--- config.mk ---
export PLATFORM = sky130hd
export DESIGN_NAME = ad_sampler
export DESIGN_NICKNAME = d
export VERILOG_FILES = /design/src/rtl/ad_sampler.sv
export SDC_FILE = /design/constraint.sdc
export NUM_CORES = 1
export LEC_CHECK = 0
export CAP_MARGIN = 15
export CORE_ASPECT_RATIO = 1.2
export CORE_MARGIN = 5
export CORE_UTILIZATION = 42
export CTS_CLUSTER_DIAMETER = 100
export DETAILED_ROUTE_END_ITERATION = 12
export PLACE_DENSITY_LB_ADDON = 0.05
export SYNTH_ARGS = -nofsm -noshare
export SYNTH_HDL_FRONTEND = slang
export SYNTH_SLANG_ARGS = --single-unit
--- constraint.sdc ---
create_clock -name clk -period 1.9 [get_ports clk]
set_input_delay 0.38 -clock clk [delete_from_list [all_inputs] [get_ports clk]]
set_output_delay 0.38 -clock clk [all_outputs]
set_load 0.01 [all_outputs]
--- src/rtl/ad_sampler.sv ---
// ad_sampler: ADC front-end driver. Divides clk to adc_clk, captures din
// at a programmable phase, optionally boxcar-averages 2^AVG_LOG2 captures.
//   clk, rst    : system clock, async active-high reset
//   en          : run enable (0 = idle, counters held at 0)
//   din         : ADC parallel data
//   adc_clk     : conversion clock to the ADC (period DIV, 50% duty)
//   dout        : averaged sample
//   dout_valid  : dout holds an unconsumed result
//   dout_ready  : downstream accepts dout when valid && ready
//   overrun     : sticky, a result was dropped; ovr_clr clears it
module ad_sampler #(
  parameter int DW        = 8,
  parameter int DIV       = 16,
  parameter int CAP_PHASE = 10,
  parameter int AVG_LOG2  = 0
) (
  input  logic          clk,
  input  logic          rst,
  input  logic          en,
  input  logic [DW-1:0] din,
  output logic          adc_clk,
  output logic [DW-1:0] dout,
  output logic          dout_valid,
  input  logic          dout_ready,
  output logic          overrun,
  input  logic          ovr_clr
);

  localparam int CW = $clog2(DIV);
  localparam int AW = DW + AVG_LOG2;
  localparam int NW = (AVG_LOG2 > 0) ? AVG_LOG2 : 1;

  localparam logic [CW-1:0] LAST  = CW'(DIV - 1);
  localparam logic [CW-1:0] RISE  = CW'(DIV / 2 - 1);
  localparam logic [CW-1:0] CAP   = CW'(CAP_PHASE);
  localparam logic [NW-1:0] NLAST = NW'((1 << AVG_LOG2) - 1);

  generate
    if ((DIV % 2) != 0 || DIV < 4 ||
        CAP_PHASE < 0 || CAP_PHASE >= DIV) begin : g_bad_cfg
      $error("ad_sampler: illegal DIV/CAP_PHASE");
    end
  endgenerate

  logic [CW-1:0] cnt;
  logic [AW-1:0] acc;
  logic [NW-1:0] avg_cnt;
  logic [AW-1:0] sum;
  logic [DW-1:0] res;
  logic          capture;
  logic          last;
  logic          result;

  always_comb begin
    capture = en && (cnt == CAP);
    last    = (avg_cnt == NLAST);
    result  = capture && last;
    // acc+din cannot overflow AW: 2^AVG_LOG2 samples of DW bits
    sum     = acc + AW'(din);
    res     = DW'(sum >> AVG_LOG2);
  end

  always_ff @(posedge clk or posedge rst) begin
    if (rst) begin
      cnt     <= '0;
      adc_clk <= 1'b0;
    end else if (!en) begin
      cnt     <= '0;
      adc_clk <= 1'b0;
    end else begin
      cnt <= (cnt == LAST) ? '0 : cnt + 1'b1;
      if (cnt == RISE)
        adc_clk <= 1'b1;
      else if (cnt == LAST)
        adc_clk <= 1'b0;
    end
  end

  // a partial average is discarded whenever en drops
  always_ff @(posedge clk or posedge rst) begin
    if (rst) begin
      acc     <= '0;
      avg_cnt <= '0;
    end else if (!en) begin
      acc     <= '0;
      avg_cnt <= '0;
    end else if (capture) begin
      if (last) begin
        acc     <= '0;
        avg_cnt <= '0;
      end else begin
        acc     <= sum;
        avg_cnt <= avg_cnt + 1'b1;
      end
    end
  end

  always_ff @(posedge clk or posedge rst) begin
    if (rst) begin
      dout       <= '0;
      dout_valid <= 1'b0;
    end else if (result) begin
      if (!dout_valid || dout_ready) begin
        dout       <= res;
        dout_valid <= 1'b1;
      end
    end else if (dout_valid && dout_ready) begin
      dout_valid <= 1'b0;
    end
  end

  // a drop wins over a coincident clear
  always_ff @(posedge clk or posedge rst) begin
    if (rst)
      overrun <= 1'b0;
    else if (result && dout_valid && !dout_ready)
      overrun <= 1'b1;
    else if (ovr_clr)
      overrun <= 1'b0;
  end

endmodule

==> results by group <==
Clock network
  • # Post-CTS Setup Buffers: 0
  • Worst skew pair latency: around 280 ps
  • Num CTS Buffers: 3
  • Post_cts resized: 0
  • CTS Hold Bufs: 0
  • Depth of the CTS H-tree: 1
  • Max Buffers Root-to-Sink: 2
  • Clock root buffer: clkbuf_4
  • Clk pin slew, worst setup/hold paths: roughly 90 ps
  • Clock sinks: 15
  • CTS tree: done

Power and ir drop
  • Sw frac: 22.8%
  • Seq pwr share: 57.4%
  • Max IR drop VDD: about 0.00048 V
  • Cell Pwr Density: between 600 and 700 nW/um2
  • Clock Power Share: between 20 and 30%
  • Sw power: 0.000136 W
  • Logic pwr share: between 10% and 20%
  • Leak: between 0.4 and 0.5 nW
  • Internal: approximately 0.00046 W

Placement
  • Port bufs: 23
  • Place WS: roughly 130 ps
  • Dpl hpwl: 995 um
  • Gpl congestion: around 0.7

Cells and area
  • Final nets: 90
  • Area Overhead vs Synth: 43.9%
  • # diodes: 0
  • Share of cells above drive strength 1: 24.3%
  • Final Util: roughly two thirds

Die
  • Core Region: about 1500 um2
  • Die H: ~54 um
  • Die extent in x: roughly 47 um
  • Boundary Pins: 24
  • # rows: 15
  • Initial Utilization: between 40 and 50%
  • DIE AREA: roughly 2500 um2

Logic synthesis
  • Yosys warnings: 0
  • Sequential element share of the synthesized area: between 50% and 60%
  • Synthesized area: approximately 670 um2
  • Yosys reg bits: 15
  • Cells after Synth: 46
  • Mapped Nets: just over 60
  • Average size of a mapped cell: approximately 15 um2
  • Distinct cell type count after synthesis: 19

Route
  • First-pass DRT Iterations: 3
  • Vias per cell: ~4.8
  • Via count: roughly 440
  • DR iter-0 viols: 3
  • Final wirelength: around 1400 um
  • Drt drc: 0
  • Antenna-violating nets left: 0
  • Post-DR wirelength/cell: 14.9 um

Timing
  • Final setup margin: 315 ps
  • Pins Over Slew Limit: 0
  • Fmax achieved: 631 MHz
  • Final Hold Viols: 0
  • Final min period: 1590 ps
  • Final setup violation count: 0
  • Total negative slack: 0 ps
  • RSZ-0062 raised after global routing: false
  • Slew headroom: around three fifths
  • Final Cycle Share: 83.4%
  • Worst-Margin Slew: roughly 570 ps
  • Max Clock Skew: 4.30 ps

Critical path
  • Reg2Reg Capture Point: dout[6]
  • Crit path cell chain: clkdlybuf4s50_1
  • Crit-path slowest cell: clkdlybuf4s50_1
  • WS Path Type: reg -> out
  • Crit-path max FO: 2
  • CP max stage delay: 560 ps
  • Reg-to-reg startpoint: cnt[0]
  • Crit path from: adc_clk
  • CP startpoint kind: flip-flop
  • Worst setup path end: adc_clk
  • FF-to-FF path depth: 6
  • WP buf/inv: 1
  • Critical path arrival: roughly 1200 ps
  • Critical path capture point type: primary output
  • Levels on crit path: 1
  • Reg-to-reg slack, setup: 330 ps
  • Worst EP required: between 1500 and 2000 ps
  • CP top delay family: buffers and inverters

GRT
  • Grt total ovfl: 0
  • Largest net degree at the start of global routing: 16
  • Global-route wire length before repair: around 2100 um
  • Total GRT Usage: between 10% and 20%
  • Vias in the first global route: 448
  • Initial antenna violation count: 0

Outcome
  • Run status: complete, no violations

Flow run
  • Max cap viols: 0

Hold path
  • Hold Crit Class: in -> async
## registers in the layout, indices dropped and copies added, names as in the netlist
signal	cells
cnt	4
adc_clk	1
dout_valid	1
dout	8
overrun	1
## area by class of cell
| type | count | area [um2] |
|---|---|---|
| Sequential cell | 15 | 375 |
| Clock buffer | 3 | 22.5 |
| Tap cell | 17 | 21.3 |
| Clock inverter | 1 | 5.00 |
| Inverter | 4 | 15.0 |
| Timing Repair Buffer | 25 | 258 |
| Multi-Input combinational cell | 26 | 272 |
| Fill cell | 119 | 514 |
## power groups by stage
stage | registers (W) | logic [W] | clock network, W
2_1_floorplan | 0.000348 | 0.0000277 | 0
3_3_place_gp | 0.000347 | 0.0000754 | 0
3_5_place_dp | 0.000347 | 0.0000760 | 0
4_1_cts | 0.000341 | 0.0000767 | 0.000189
5_1_grt | 0.000343 | 0.0000813 | 0.000196
6_report | 0.000341 | 0.0000756 | 0.000177
## layout by cell type, fill, tap and decap left out
master / n
nand2b_2: 1
clkbuf_4: 3
a21oi_1: 2
o21ai_0: 1
clkinv_2: 1
nand4b_1: 1
mux2_4: 8
ha_1: 2
dfrtp_1: 15
clkdlybuf4s50_1: 23
buf_4: 1
nand4b_4: 1
a21boi_1: 1
inv_1: 4
and2_1: 1
o22ai_1: 1
nor3b_1: 2
xor2_1: 1
buf_12: 1
and3_2: 1
nor2b_2: 1
nor2b_1: 1
nand2_1: 1
## worst min path at each step
stage,startpoint,depth (start not counted),end,slack (ps)
2_1_floorplan,rst,1,adc_clk,280
3_3_place_gp,dout[0],1,dout[0],500
3_5_place_dp,dout[4],1,dout[4],500
4_1_cts,rst,2,dout[6],460
5_1_grt,rst,2,cnt[0],500
6_report,rst,2,dout[5],450
## routing by layer
metal	track usage [%]	wire length [um]
met5	0	0
met4	7.11	23
met3	2.34	129
met2	18.3	594
met1	14.6	607
## cell usage after synthesis
cell	n	area share, %
dfrtp_1	15	56
mux2_4	8	18
inv_1	4	2.2
a21oi_1	2	1.5
ha_1	2	3.7
nor3b_1	2	2.2
a21boi_1	1	1.1
and2_1	1	0.93
and3_2	1	1.1
buf_6	1	1.7
nand2_1	1	0.56
nand2b_2	1	1.3
nand4b_1	1	1.3
nand4b_4	1	3.5
nor2b_1	1	0.93
nor2b_2	1	1.3
o21ai_0	1	0.74
o22ai_1	1	0.93
xor2_1	1	1.3
## cells by family after synthesis
| logic type | count (synthesis) | synth area share (%) |
|---|---|---|
| AO/OA/AOI/OAI | 5 | 4.28 |
| AND/OR/NAND/NOR | 10 | 13.2 |
| XOR/XNOR | 1 | 1.30 |
| multiplexers | 8 | 17.8 |
| adder cells (fa/ha/maj) | 2 | 3.72 |
| buffers and inverters | 5 | 3.90 |
| flip-flops | 15 | 55.8 |
## stage by stage
stage	area (um2)	hold slack, ps	instances	total power [W]
floorplan	673	281	46	0.000376
global placement	941	499	87	0.000422
detailed placement	941	499	87	0.000423
CTS	968	464	91	0.000607
global route	968	502	91	0.000621
finish	968	452	91	0.000594
Power figures use the tool's default switching activity.
